==> src/rtl/video_timing_gen_pkg.sv <==
// Shared types, default widths and reset-edge macros for the video timing generator.
// Latency: n/a (declarations only).
// Backpressure: n/a (declarations only).
`ifndef VIDEO_TIMING_GEN_MACROS
`define VIDEO_TIMING_GEN_MACROS
`define CLK_RST_EDGE posedge clk or posedge rst
`define RST rst
`endif

package video_timing_gen_pkg;

    localparam int W_PW_DEF = 11;
    localparam int W_PH_DEF = 11;

    typedef enum logic [1:0] {
        PH_ACT  = 2'd0,
        PH_FP   = 2'd1,
        PH_SYNC = 2'd2,
        PH_BP   = 2'd3
    } phase_e;

    typedef enum logic {
        ST_IDLE = 1'b0,
        ST_RUN  = 1'b1
    } state_e;

endpackage

==> src/rtl/video_timing_gen_phase_cnt.sv <==
// Four-phase sequencer (ACT, FP, SYNC, BP) with a per-phase length counter.
// Latency: phase/count update on the clock after step; last/wrap are combinational.
// Backpressure: none; the counter only advances when step is high.
// Ports: clk/rst, step, len_act/len_fp/len_sync/len_bp -> phase, count, last, wrap.
module vtg_phase_cnt
    import video_timing_gen_pkg::*;
#(
    parameter int W = 11
) (
    input  logic         clk,
    input  logic         rst,
    input  logic         step,
    input  logic [W:0]   len_act,
    input  logic [W:0]   len_fp,
    input  logic [W:0]   len_sync,
    input  logic [W:0]   len_bp,
    output phase_e       phase,
    output logic [W:0]   count,
    output logic         last,
    output logic         wrap
);

    localparam logic [W:0] ONE = {{W{1'b0}}, 1'b1};

    logic [W:0] cur_len;
    phase_e     phase_nxt;

    always_comb begin
        cur_len   = len_act;
        phase_nxt = PH_ACT;
        case (phase)
            PH_ACT:  begin
                cur_len   = len_act;
                // ACT and SYNC are never empty, so only the porches need skipping.
                phase_nxt = (len_fp != '0) ? PH_FP : PH_SYNC;
            end
            PH_FP:   begin
                cur_len   = len_fp;
                phase_nxt = PH_SYNC;
            end
            PH_SYNC: begin
                cur_len   = len_sync;
                phase_nxt = (len_bp != '0) ? PH_BP : PH_ACT;
            end
            PH_BP:   begin
                cur_len   = len_bp;
                phase_nxt = PH_ACT;
            end
            default: begin
                cur_len   = len_act;
                phase_nxt = PH_ACT;
            end
        endcase
    end

    assign last = (count == (cur_len - ONE));
    // Final cycle of the whole period: last cycle of BP, or of SYNC when BP is empty.
    assign wrap = last && ((phase == PH_BP) || ((phase == PH_SYNC) && (len_bp == '0)));

    always_ff @(`CLK_RST_EDGE) begin
        if (`RST) begin
            phase <= PH_ACT;
            count <= '0;
        end else if (step) begin
            if (last) begin
                phase <= phase_nxt;
                count <= '0;
            end else begin
                count <= count + ONE;
            end
        end
    end

endmodule

==> src/rtl/video_timing_gen.sv <==
// Raster timing source: vsync/hsync/de plus active coordinates and frame/line strobes.
// Latency: de rises 1 cycle after en is sampled high in idle; all outputs registered.
// Backpressure: none; en is sampled only when idle or at a frame boundary, frames never truncate.
// Ports: clk, rst, en, pic_width/height, h_fp/h_sync/h_bp, v_fp/v_sync/v_bp ->
//        vsync, hsync, de, cnt_h, cnt_v, frame_start, line_start, busy.
module video_timing_gen
    import video_timing_gen_pkg::*;
#(
    parameter int W_PW = W_PW_DEF,
    parameter int W_PH = W_PH_DEF
) (
    input  logic            clk,
    input  logic            rst,
    input  logic            en,
    input  logic [W_PW:0]   pic_width,
    input  logic [W_PH:0]   pic_height,
    input  logic [W_PW:0]   h_fp,
    input  logic [W_PW:0]   h_sync,
    input  logic [W_PW:0]   h_bp,
    input  logic [W_PH:0]   v_fp,
    input  logic [W_PH:0]   v_sync,
    input  logic [W_PH:0]   v_bp,
    output logic            vsync,
    output logic            hsync,
    output logic            de,
    output logic [W_PW:0]   cnt_h,
    output logic [W_PH:0]   cnt_v,
    output logic            frame_start,
    output logic            line_start,
    output logic            busy
);

    // The phase counters hold the raster position of the pixel about to be
    // emitted; outputs register the decode of that position. After the last
    // pixel of a frame is emitted the counters sit at the origin again, and the
    // FSM returns to IDLE so the next edge decides between restart and stop.
    state_e state, state_nxt;

    logic [W_PW:0] sh_width, sh_hfp, sh_hsync, sh_hbp;
    logic [W_PH:0] sh_height, sh_vfp, sh_vsync, sh_vbp;
    logic [W_PW:0] e_width, e_hfp, e_hsync, e_hbp;
    logic [W_PH:0] e_height, e_vfp, e_vsync, e_vbp;

    logic          go, running, frame_end;
    phase_e        h_phase, v_phase;
    logic [W_PW:0] h_count;
    logic [W_PH:0] v_count;
    logic          h_wrap, v_wrap, h_last_unused, v_last_unused;

    logic          de_nxt, hsync_nxt, vsync_nxt, fs_nxt, ls_nxt;
    logic [W_PW:0] cnt_h_nxt;
    logic [W_PH:0] cnt_v_nxt;

    assign go      = (state == ST_IDLE) && en;
    assign running = (state == ST_RUN) || go;

    // On the latch cycle the counters must already step with the new config.
    assign e_width  = go ? pic_width  : sh_width;
    assign e_hfp    = go ? h_fp       : sh_hfp;
    assign e_hsync  = go ? h_sync     : sh_hsync;
    assign e_hbp    = go ? h_bp       : sh_hbp;
    assign e_height = go ? pic_height : sh_height;
    assign e_vfp    = go ? v_fp       : sh_vfp;
    assign e_vsync  = go ? v_sync     : sh_vsync;
    assign e_vbp    = go ? v_bp       : sh_vbp;

    vtg_phase_cnt #(.W(W_PW)) u_h_cnt (
        .clk      (clk),
        .rst      (rst),
        .step     (running),
        .len_act  (e_width),
        .len_fp   (e_hfp),
        .len_sync (e_hsync),
        .len_bp   (e_hbp),
        .phase    (h_phase),
        .count    (h_count),
        .last     (h_last_unused),
        .wrap     (h_wrap)
    );

    vtg_phase_cnt #(.W(W_PH)) u_v_cnt (
        .clk      (clk),
        .rst      (rst),
        .step     (running && h_wrap),
        .len_act  (e_height),
        .len_fp   (e_vfp),
        .len_sync (e_vsync),
        .len_bp   (e_vbp),
        .phase    (v_phase),
        .count    (v_count),
        .last     (v_last_unused),
        .wrap     (v_wrap)
    );

    assign frame_end = running && h_wrap && v_wrap;

    always_ff @(`CLK_RST_EDGE) begin
        if (`RST) begin
            state <= ST_IDLE;
        end else begin
            state <= state_nxt;
        end
    end

    always_comb begin
        state_nxt = state;
        de_nxt    = 1'b0;
        hsync_nxt = 1'b0;
        vsync_nxt = 1'b0;
        fs_nxt    = 1'b0;
        ls_nxt    = 1'b0;
        cnt_h_nxt = '0;
        cnt_v_nxt = '0;
        case (state)
            ST_IDLE: if (en)        state_nxt = ST_RUN;
            ST_RUN:  if (frame_end) state_nxt = ST_IDLE;
            default:                state_nxt = ST_IDLE;
        endcase
        if (running) begin
            de_nxt    = (h_phase == PH_ACT) && (v_phase == PH_ACT);
            hsync_nxt = (h_phase == PH_SYNC);
            vsync_nxt = (v_phase == PH_SYNC);
            cnt_h_nxt = de_nxt ? h_count : '0;
            // Past the active lines the line count has advanced to pic_height.
            cnt_v_nxt = (v_phase == PH_ACT) ? v_count : sh_height;
            ls_nxt    = de_nxt && (h_count == '0);
            fs_nxt    = ls_nxt && (v_count == '0);
        end
    end

    always_ff @(`CLK_RST_EDGE) begin
        if (`RST) begin
            sh_width  <= '0;
            sh_hfp    <= '0;
            sh_hsync  <= '0;
            sh_hbp    <= '0;
            sh_height <= '0;
            sh_vfp    <= '0;
            sh_vsync  <= '0;
            sh_vbp    <= '0;
        end else if (go) begin
            sh_width  <= pic_width;
            sh_hfp    <= h_fp;
            sh_hsync  <= h_sync;
            sh_hbp    <= h_bp;
            sh_height <= pic_height;
            sh_vfp    <= v_fp;
            sh_vsync  <= v_sync;
            sh_vbp    <= v_bp;
        end
    end

    always_ff @(`CLK_RST_EDGE) begin
        if (`RST) begin
            de          <= 1'b0;
            hsync       <= 1'b0;
            vsync       <= 1'b0;
            cnt_h       <= '0;
            cnt_v       <= '0;
            frame_start <= 1'b0;
            line_start  <= 1'b0;
            busy        <= 1'b0;
        end else begin
            de          <= de_nxt;
            hsync       <= hsync_nxt;
            vsync       <= vsync_nxt;
            cnt_h       <= cnt_h_nxt;
            cnt_v       <= cnt_v_nxt;
            frame_start <= fs_nxt;
            line_start  <= ls_nxt;
            busy        <= running;
        end
    end

endmodule

==> config.mk <==
export PLATFORM = sky130hd
export DESIGN_NAME = video_timing_gen
export DESIGN_NICKNAME = d
export VERILOG_FILES = /design/src/rtl/video_timing_gen_pkg.sv /design/src/rtl/video_timing_gen_phase_cnt.sv /design/src/rtl/video_timing_gen.sv
export SDC_FILE = /design/constraint.sdc
export NUM_CORES = 1
export LEC_CHECK = 0
export CAP_MARGIN = 20
export CORE_UTILIZATION = 50
export CTS_CLUSTER_SIZE = 24
export DETAILED_ROUTE_END_ITERATION = 12
export PLACE_DENSITY = 0.75
export SKIP_CTS_REPAIR_TIMING = 1
export SLEW_MARGIN = 10
export SYNTH_ARGS = -nofsm -noshare
export SYNTH_HDL_FRONTEND = slang
export SYNTH_SLANG_ARGS = --single-unit
==> constraint.sdc <==
create_clock -name clk -period 6.8 [get_ports clk]
set_clock_uncertainty 0.15 [all_clocks]
set_input_delay 1.36 -clock clk [delete_from_list [all_inputs] [get_ports clk]]
set_output_delay 1.36 -clock clk [all_outputs]
set_load 0.1 [all_outputs]
# Word-level counts from Yosys, hierarchy flattened
# Cells that the tools add are included.
# W data, S select, Z words.
[totals]
output_inout_bits = 30
register_bits = 155
in_bits = 99
[op_classes]
reduce_logical = 25
bitwise = 1
n_eq_ne = 8
addsub = 4
mux = 30
[ops]
columns = ["op", "count"]
rows = [
  ["$mux W12", 14],
  ["$pmux W12 S4", 2],
  ["$logic_not A12 Y1", 4],
  ["$reduce_bool A12 Y1", 4],
  ["$add A12 B1 Y12 const B", 2],
  ["$eq A12 B12 Y1", 2],
  ["$sub A12 B1 Y12 const B", 2],
  ["$pmux W2 S4", 2],
  ["$logic_and A1 B1 Y1", 10],
  ["$eq A2 B2 Y1 const B", 4],
  ["$mux W2", 4],
  ["$mux W1", 7],
  ["$eq A2 B1 Y1 const B", 2],
  ["$logic_not A2 Y1", 2],
  ["$reduce_and A2 Y1", 2],
  ["$logic_or A1 B1 Y1", 3],
  ["$pmux W1 S2", 1],
  ["$not A1 Y1", 1],
]

# Logic depth before layout (Yosys ltp)
# Gate-level depths: netlist of the first run.
[depth]
depth_word = 11
depth_mapped = 17

# Cells and area by module
# A second synthesis of the first run with hierarchy kept.
[hier_totals]
cells_unflattened = 642
area_unflattened_um2 = 7976.4
[modules_own_cells]
columns = ["module", "area_per_inst_um2", "n_inst", "seq_area_each_um2", "cells_per_inst"]
rows = [
  ["video_timing_gen", 4710.8, 1, 3178.0, 308],
  ["vtg_phase_cnt", 1632.8, 2, 350.3, 167],
]

# Worst setup path before layout of the first run
# OpenSTA, ideal clock, no wires.
[synth_path]
kind = "input -> register"
from = "input port en"
to = "register state"
arrival_time_ps = 5028
stages = 16
setup_ps = 138
path_slack_ps = 1483
path_buffers = 5
cell_sequence = "nand2b_4 buf_6 buf_2 buf_1 mux2i_1 mux4_2 ha_1 buf_1 inv_1 nor3_1 mux2_2 a211oi_1 o2111ai_1 and4b_1 clkbuf_1 a31oi_1"
[synth_between]
elab_chain_cells = 10
elab_cells_between_ends = 29
cone_classes = "add/sub (2); eq/ne (2); mux (13); reduce/logical (12)"
[synth_lines]
columns = ["element", "line_no", "source"]
rows = [
  ["from (decl)", "video_timing_gen.sv:14", "input logic en,"],
  ["$logic_and A1 B1 Y1", "video_timing_gen.sv:54", "assign go = (state == ST_IDLE) && en;"],
  ["$mux W12, on equally long branches", "n/a", ""],
  ["$pmux W12 S4 or $logic_not A12 Y1 (tied branches)", "video_timing_gen_phase_cnt.sv:31, video_timing_gen_phase_cnt.sv:58", ""],
  ["$sub A12 B1 Y12 or $logic_and A1 B1 Y1 (tied branches)", "video_timing_gen_phase_cnt.sv:56, video_timing_gen_phase_cnt.sv:58", ""],
  ["$eq A12 B12 Y1 or $logic_or A1 B1 Y1 (tied branches)", "video_timing_gen_phase_cnt.sv:56, video_timing_gen_phase_cnt.sv:58", ""],
  ["$logic_and A1 B1 Y1", "video_timing_gen_phase_cnt.sv:58", "assign wrap = last && ((phase == PH_BP) || ((phase == PH_SYNC) && (len_bp == '0)));"],
  ["$logic_and A1 B1 Y1 (2 in series)", "video_timing_gen.sv:95", "assign frame_end = running && h_wrap && v_wrap;"],
  ["$mux W1", "video_timing_gen.sv:116", "ST_RUN: if (frame_end) state_nxt = ST_IDLE;"],
  ["$pmux W1 S2 *", "video_timing_gen.sv:114", "case (state)"],
  ["named net state_nxt", "video_timing_gen.sv:37", "state_e state, state_nxt;"],
  ["to (signal assigned)", "video_timing_gen.sv:101", "state <= state_nxt;"],
  ["to (decl)", "video_timing_gen.sv:37", ""],
]
# The timed path passes the listed nets; every way through them passes the cells marked *.
# A chain may end at the register's enable or synchronous reset.

# Worst setup path after layout of the first run
[layout_path]
from = "input port en"
to = "register u_v_cnt.count[7]"
[layout_between]
elab_chain_cells = 7
elab_cells_between_ends = 22
cone_classes = "add/sub (2); eq/ne (2); mux (11); reduce/logical (7)"
[layout_lines]
columns = ["element", "line_no", "source"]
rows = [
  ["$logic_and A1 B1 Y1 *", "video_timing_gen.sv:54", ""],
  ["$mux W12, on equally long branches", "n/a", ""],
  ["$pmux W12 S4 or $logic_not A12 Y1 (tied branches)", "video_timing_gen_phase_cnt.sv:31, video_timing_gen_phase_cnt.sv:58", ""],
  ["$sub A12 B1 Y12 or $logic_and A1 B1 Y1 (tied branches)", "video_timing_gen_phase_cnt.sv:56, video_timing_gen_phase_cnt.sv:58", ""],
  ["$eq A12 B12 Y1 or $logic_or A1 B1 Y1 (tied branches)", "video_timing_gen_phase_cnt.sv:56, video_timing_gen_phase_cnt.sv:58", ""],
  ["$logic_and A1 B1 Y1", "video_timing_gen_phase_cnt.sv:58", ""],
  ["$logic_and A1 B1 Y1", "video_timing_gen.sv:84", ".step (running && h_wrap),"],
  ["to (signal assigned)", "video_timing_gen_phase_cnt.sv:69", "count <= count + ONE;"],
  ["to (decl)", "video_timing_gen_phase_cnt.sv:18", "output logic [W:0] count,"],
]
# Mark *: on every way between the ends. The rest lies on a longest branch, timed or not.

==> results.cfg, run 1 <==
[logic_synthesis]
synthCells = 847
async_flop_share = 1.000
syn_nets = 952
synth_edf_count = 0
ys_types = 62
ys_ff_latch = 155
synth_area_per_cell_sq_um = 10.03
synth-main-ff-cell = dfrtp_1
yosys.area.top_type = dfrtp_1
synth.area.top_cells = dfrtp_1 (46%), nand2_1 (6.8%), mux2i_1 (6.7%)
syn-cell-area_sq_um = 8494
yosysWarnings = 0
ys_seq_area_frac = 0.4566
synth_top_cell_area_share = 0.4566

[sta]
setup_violations = 0
finalCriticalPeriod_ns = 6.010
finalSetupTns_ns = 0
clock.fmax_ghz = 0.1664
rsz0062_at_grt = no
finalHoldViolCount = 0
drv_slew = 0
slew-limit-headroom = 0.3480
timing.final.crit_share = 0.8839
tightestPinTransition_ns = 0.9749

[floorplan]
initial_core_util = 0.5122
die_x_microns = 132.3
coreArea_sq_um = 16580
die_y_microns = 132.3
ios = 129
row_count = 47
dieArea_sq_um = 17510

[place]
io_buffers = 128
hpwl_microns = 15460
place.gp.congestion = 0.8560

[run_status]
outcome = finished, final reports clean

[layout]
area_growth_pct = 24.05
fin_nets = 1055
drive_above_1_share = 0.08845
utilization = 0.6354
diodes = 0

[worst_setup_path]
reg2reg_depth = 11
critPathMaxStageDelay_ns = 0.63
slowest_stage = or4_4
cp-end-kind = flip-flop
start_kind = input pin
critPathRequiredTime_ns = 7.00
cp.arrival_ns = 6.21
crit_fanout = 52
crit_chain = clkdlybuf4s50_1, nand2b_4, buf_12, mux4_1, mux2_2, or4b_1, nor4_1, xnor2_1, nand3_1, or4_4, or4_1, a21oi_1
critPathKind = in -> reg

[detailed_routing]
wirelength_microns = 21150
drtAntennaViolNets = 0
drc = 0
drt_iter0_drc = 589
vias = 6799
drt_pre_antenna_iters = 5
wl_per_cell_microns = 17.91
viasPerCell = 5.757

[clocking]
clkTransAtPathRegs_ns = 0.06
ctsHtreeMaxLevel = 4
cts_tree = built
cts-root-buf = clkbuf_16
clk_path_buf_depth = 2
clock_latency_ns = 0.43
cts_buffers = 17
clock-sinks = 155

[global_routing]
grt_first_pass_wirelength_microns = 34820
antenna_found_initial = 0
grt_max_degree = 107
grt_use_total = 0.2572
first_global_vias = 6577
grt_overflow = 0

[job]
timing.max_cap.violations = 0

[power]
finalPower_mw = 2.977
vdd.ir_drop.worst_v = 0.0002216
leakage_nw = 5.067
powerDensity_nw_per_um2 = 282.5

[min_path]
hold_path.class = reg -> reg
min_path_cells = 2
==> sequential cells by signal (all words and copies together), names as in the netlist <==
name,cells
cnt_h,12
cnt_v,12
sh_hbp,12
sh_height,12
sh_hfp,12
sh_hsync,12
sh_vbp,12
sh_vfp,12
sh_vsync,12
sh_width,12
u_h_cnt.count,12
u_v_cnt.count,12
u_h_cnt.phase,2
u_v_cnt.phase,2
busy,1
de,1
frame_start,1
hsync,1
line_start,1
state,1
vsync,1
==> report_power, final <==
group / switching, mW / total [mW] / internal, mW
logic: 0.481 / 0.840 / 0.359
registers: 0.0988 / 1.12 / 1.02
clock network: 0.366 / 1.01 / 0.648
total: 0.945 / 2.98 / 2.03
==> final timing paths <==
kind | start | to | slack [ns]
setup reg to reg | state | u_v_cnt.count[7] | 1.71
max in group asynchronous | rst | cnt_v[9] | 3.95
hold reg to reg | sh_width[5] | sh_width[5] | 0.32
min in group asynchronous | rst | sh_hsync[0] | 1.37
setup / recovery | en | u_v_cnt.count[7] | 0.79
hold / removal | sh_width[5] | sh_width[5] | 0.32
==> cells in the mapped netlist (all sizes together) (16+ instances only) <==
master  instances
a21oi          20
buf            19
clkbuf         36
dfrtp         155
inv            65
mux2           16
mux2i          57
mux4           29
nand2         155
nand3          21
nand4          16
nor2           46
nor4           26
xnor2          22
==> worst max-delay path: cells and delay by family <==
kind	cells	cell delay, ns
xor+xnor	1	0.16
compound gates	1	0.17
simple gates	6	2.65
buf+inv	2	0.90
mux	2	0.95
==> final cells by class <==
type / instances / area [sq um]
Inverter: 65 / 249.0
Tap cell: 220 / 275.3
Multi-Input combinational cell: 572 / 4133
Fill cell: 1363 / 6046
Timing Repair Buffer: 139 / 1376
Clock buffer: 23 / 488.0
Clock inverter: 7 / 137.6
Sequential cell: 155 / 3879
==> cell usage in the layout (no fill, tap or decap), types with 3 or more instances in the layout <==
cell type        count
nand2_1            155
a21oi_1             20
inv_1               64
nand3_1             21
and2_1               9
mux2i_1             57
nor2_1              46
mux2_2              15
mux4_1               9
nand4_1             16
o21ai_0             10
clkbuf_16           17
nor2b_1              4
xor2_1              14
ha_1                 6
xnor2_1             22
clkbuf_8             4
bufinv_16            4
and4b_1              3
buf_4               10
a211oi_1             7
o31ai_1              3
or3_1                6
or2_2                3
nor3b_1              3
and3_1               8
clkdlybuf4s50_1    128
mux4_2              20
nor3_1              10
o22ai_1              4
a21o_1              11
and4_1               3
dfrtp_1            155
and3b_1              8
nor4_1              26
or4_1                9
a2111oi_0            6
==> cell families after synthesis <==
family | Yosys count | share of synthesized area
compound gates | 86 | 0.07174
xor+xnor | 36 | 0.03712
fa+ha+maj | 6 | 0.008838
buf+inv | 120 | 0.05774
flops | 155 | 0.4566
mux | 102 | 0.1697
simple gates | 342 | 0.1983
==> per-stage QoR <==
step,hold slack (ns),setup WS [ns],instance area (sq um),instances
floorplan,0.2873,1.112,8494,847
global placement,0.2996,0.4531,9912,1151
detailed placement,0.3041,0.3677,9912,1151
CTS,0.3188,0.8160,10540,1181
global route,0.3354,0.5193,10540,1181
finish,0.3169,0.7898,10540,1181
==> per-layer routing <==
| metal | up-vias | global-route usage | share of wire |
|---|---|---|---|
| li1 | 3175 | - | - |
| met5 | - | 0 | 0 |
| met2 | 238 | 0.3842 | 0.46 |
| met4 | 0 | 0.08685 | 0.018 |
| met3 | 32 | 0.04421 | 0.050 |
| met1 | 3354 | 0.3797 | 0.47 |
Note: power is estimated with default switching activity, not from simulation.
==> inputs of run 2 (changes only) <==
- CTS_BUF_LIST: not set -> sky130_fd_sc_hd__clkbuf_4
- SETUP_SLACK_MARGIN: not set -> 0.3
==> run 2 against run 1 <==
  * Worst hold slack gained 0.018 ns
  * Critical endpoint unchanged
  * Wire length shrank 1.2%
  * Critical path type unchanged
  * Combinational power shrank 0.6%
==> results.cfg, run 2 (synthesized netlist as in run 1, its figures left out) <==
[run_status]
outcome = finished, final reports clean

[clocking]
clk_path_buf_depth = 2
clock_latency_ns = 0.58
cts_buffers = 17
cts_tree = built
cts-root-buf = clkbuf_4
clock-sinks = 155
clkTransAtPathRegs_ns = 0.12
ctsHtreeMaxLevel = 4

[job]
timing.max_cap.violations = 0

[detailed_routing]
wl_per_cell_microns = 17.68
drc = 0
drt_pre_antenna_iters = 5
drt_iter0_drc = 559
drtAntennaViolNets = 0
wirelength_microns = 20890
vias = 6738
viasPerCell = 5.701

[sta]
slew-limit-headroom = 0.3493
timing.final.crit_share = 0.8613
finalHoldViolCount = 0
finalCriticalPeriod_ns = 5.857
rsz0062_at_grt = no
finalSetupTns_ns = 0
clock.fmax_ghz = 0.1707
drv_slew = 0
holdWs_ns = 0.3351
setup_violations = 0
tightestPinTransition_ns = 0.9731

[power]
switching_share = 0.3479
p_sw_mw = 0.8910
internal_power_mw = 1.670
pwr-share-clk = 0.237
seq_power_share = 0.437
powerDensity_nw_per_um2 = 250.9
power.share.combinational = 0.326
vdd.ir_drop.worst_v = 0.0001169
leakage_nw = 4.920

[place]
place.gp.congestion = 0.8560
hpwl_microns = 15460
io_buffers = 128
dp_cells = 1151
postPlaceCellArea_sq_um = 9912

[layout]
finalNonFillerCells = 1182
utilization = 0.6157
fin_nets = 1055
design_area_sq_um = 10210
area_growth_pct = 20.19
drive_above_1_share = 0.08637
mostFrequentLayoutCells = nand2_1 (155), dfrtp_1 (155), clkdlybuf4s50_1 (128)

[global_routing]
grt_max_degree = 107
grt_first_pass_wirelength_microns = 34380
grt_overflow = 0
grt_use_total = 0.2535
first_global_vias = 6543
antenna_found_initial = 1

[floorplan]
row_count = 47
die_y_microns = 132.3
initial_core_util = 0.5122
ios = 129
dieArea_sq_um = 17510
die_x_microns = 132.3
coreArea_sq_um = 16580

[worst_setup_path]
r2r_slack_ns = 1.68
start_kind = input pin
critPathRequiredTime_ns = 7.16
crit_fanout = 52
critPathKind = in -> reg
cp-end-kind = flip-flop
cp.arrival_ns = 6.22

[min_path]
hold_path.class = reg -> reg
run 2: cell types whose count changed in the layout (fill, tap and decap cells not counted), sizes merged:
cell | previous run | this run
clkinv | 2 | 6
clkbuf | 23 | 19
diode | 0 | 1
run 2: critical path, stage by stage:
cell and delay [ns]:
clkdlybuf4s50_1 0.61, nand2b_4 0.31, buf_12 0.30, mux4_1 0.59, mux2_2 0.36, or4b_1 0.61, nor4_1 0.34, xnor2_1 0.16
nand3_1 0.22, or4_4 0.62, or4_1 0.54, a21oi_1 0.17
run 2: power groups by stage:
stage	clock, mW	sequential, mW	combinational (mW)
CTS	0.619	1.12	0.837
detailed placement	0	1.14	0.835
finish	0.607	1.12	0.835
global route	0.658	1.13	0.923
floorplan	0	1.14	0.574
global placement	0	1.13	0.823
run 2: path summary, 6_finish.rpt:
path	from	to	cells past startpoint
setup / recovery	en	u_v_cnt.count[7]	12
hold / removal	sh_width[5]	sh_width[5]	2
setup reg to reg	state	u_v_cnt.count[7]	11
hold reg to reg	sh_width[5]	sh_width[5]	2
max in group asynchronous	rst	sh_height[6]	3
min in group asynchronous	rst	sh_width[10]	2
run 2: through the flow:
| step | total power [mW] | setup WS [ns] |
|---|---|---|
| 6_report | 2.561 | 0.9429 |
| 3_5_place_dp | 1.970 | 0.3677 |
| 4_1_cts | 2.574 | 0.9883 |
| 2_1_floorplan | 1.718 | 1.112 |
| 5_1_grt | 2.716 | 0.7001 |
| 3_3_place_gp | 1.955 | 0.4531 |
run 2: layer usage:
metal | vias to the layer above | GRT usage | part of all wire
li1 | 3171 | - | -
met1 | 3308 | 0.3665 | 0.46
met2 | 235 | 0.3827 | 0.46
met3 | 24 | 0.05536 | 0.060
met4 | 0 | 0.07599 | 0.015
met5 | - | 0 | 0
run 2: area by class of cell:
type | count | area, sq um
inverter | 65 | 249.0
clock buffer | 19 | 142.6
sequential | 155 | 3879
clock inverter | 11 | 152.6
timing repair buffer | 139 | 1376
fill | 1419 | 6374
antenna | 1 | 2.502
tap | 220 | 275.3
multi-input combinational | 572 | 4133
==> inputs of run 3 (changes only) <==
- CTS_BUF_LIST: sky130_fd_sc_hd__clkbuf_4 -> sky130_fd_sc_hd__clkbuf_8
- clock period: 6.8 -> 6.5 ns (I/O delays scaled with it)
==> run 3 against run 2 <==
  * Die area is the same
  * Flip-flop and latch count is the same
  * Cell count grew 0.68%
  * First-iteration DRC count grew 20%
  * Wire length grew 3.4%
  * Largest cell class unchanged
==> results.cfg, run 3 (synthesized netlist as in run 1, its figures left out) <==
[sta]
rsz0062_at_grt = no
finalCriticalPeriod_ns = 5.804
setup_violations = 0
finalSetupTns_ns = 0
drv_slew = 0
tightestPinTransition_ns = 0.9985
slew-limit-headroom = 0.3322
clock.fmax_ghz = 0.1723
finalHoldViolCount = 0
timing.final.crit_share = 0.8928
setup_ws_ns = 0.6965
holdWs_ns = 0.3214

[floorplan]
coreArea_sq_um = 16580
initial_core_util = 0.5122
dieArea_sq_um = 17510
die_x_microns = 132.3
die_y_microns = 132.3
row_count = 47
ios = 129

[min_path]
hold_path.class = reg -> reg
min_path_cells = 2
hold-path-endpoint = sh_width[6]
hp-start = sh_width[6]

[place]
io_buffers = 128
place_worst_setup_slack_ns = 0.2539
place.gp.congestion = 0.9237
hpwl_microns = 15960

[worst_setup_path]
critPathRequiredTime_ns = 6.71
crit_path_frequent_cell = buf_4
startpoint = en
r2r_end = u_v_cnt.count[5]
start_kind = input pin
cp.arrival_ns = 6.01
cp_top_family = buffers and inverters
reg2reg_depth = 14
cp-end-kind = flip-flop
r2r_slack_ns = 1.27
crit_chain = clkdlybuf4s50_1, nand2b_4, buf_4, buf_4, mux2i_1, mux4_2, ha_1, inv_1, nor3_1, mux2_2, a211oi_1, o2111ai_1, and4b_1, buf_4, o21ba_2
crit-reg2reg-launch = state
critPathMaxStageDelay_ns = 0.48
cp_num_buf_inv = 5
slowest_stage = and4b_1
critPathKind = in -> reg
crit_fanout = 34

[power]
leakage_nw = 5.001
powerDensity_nw_per_um2 = 276.0
vdd.ir_drop.worst_v = 0.0001451

[detailed_routing]
drt_pre_antenna_iters = 6
drt_iter0_drc = 670
wl_per_cell_microns = 18.16
vias = 6854
viasPerCell = 5.760
wirelength_microns = 21610
drc = 0
drtAntennaViolNets = 0

[clocking]
clkTransAtPathRegs_ns = 0.08
cts_tree = built
clk_path_buf_depth = 2
clock_latency_ns = 0.46
cts-root-buf = clkbuf_8
cts_buffers = 17
ctsHtreeMaxLevel = 4
clock-sinks = 155

[global_routing]
antenna_found_initial = 0
grt_use_total = 0.2605
grt_max_degree = 56
grt_overflow = 0
first_global_vias = 6784
grt_first_pass_wirelength_microns = 35360

[layout]
filler_cell_count = 1422
area_growth_pct = 22.48
drive_above_1_share = 0.09897
diodes = 0
fin_nets = 1062
mostFrequentLayoutCells = nand2_1 (155), dfrtp_1 (155), clkdlybuf4s50_1 (128)

[run_status]
outcome = finished, final reports clean

[job]
timing.max_cap.violations = 0
## run 3: worst max path at each step
stage                             endpoint  slack (ns)  cells after the start
after floorplan                       busy        0.87                      1
after global placement    u_v_cnt.count[5]        0.37                     15
after detailed placement  u_v_cnt.count[7]        0.25                     12
after CTS                 u_v_cnt.count[7]        0.73                     12
after global routing      u_v_cnt.count[5]        0.34                     15
final                     u_v_cnt.count[5]        0.70                     15
## run 3: area by class of cell
cell class                      instances  area [sq um]  share of cell area
Inverter                               65         249.0             0.02393
Tap cell                              220         275.3             0.02646
Timing Repair Buffer                  146          1416              0.1361
Multi-Input combinational cell        572          4133              0.3972
Sequential cell                       155          3879              0.3728
Clock buffer                           19         261.5             0.02514
Clock inverter                         13         190.2             0.01828
## run 3: where the power goes
| group | internal [mW] | switching (mW) | leakage [nW] |
|---|---|---|---|
| combinational | 0.376 | 0.507 | 2.83 |
| clock | 0.441 | 0.380 | 0.215 |
| sequential | 1.07 | 0.0976 | 1.96 |
| total | 1.89 | 0.985 | 5.00 |
## run 3: metrics by stage
| stage | util | cell area (sq um) | std cells | total power, mW |
|---|---|---|---|---|
| after global routing | 0.6274 | 10400 | 1190 | 3.010 |
| after floorplan | - | 8494 | 847 | 1.798 |
| after CTS | 0.6274 | 10400 | 1190 | 2.877 |
| final | 0.6274 | 10400 | 1190 | 2.871 |
| after global placement | 0.6001 | 9952 | 1158 | 2.044 |
| after detailed placement | 0.6001 | 9952 | 1158 | 2.058 |
## run 3: metal layers
metal / vias up / GRT usage / part of all wire
li1: 3194 / - / -
met1: 3382 / 0.3704 / 0.46
met2: 247 / 0.4003 / 0.46
met3: 31 / 0.05152 / 0.064
met4: 0 / 0.08685 / 0.021
met5: - / 0 / 0
## run 3: worst register-to-register path: cells and delay by family, from the launching register on
kind | cells | cell delay [ns]
muxes | 3 | 1.07
buffers and inverters | 4 | 0.98
and+or+nand+nor | 3 | 1.27
DFF | 1 | 0.61
AOI/OAI and AO/OA | 3 | 0.65
adders and majority gates | 1 | 0.41
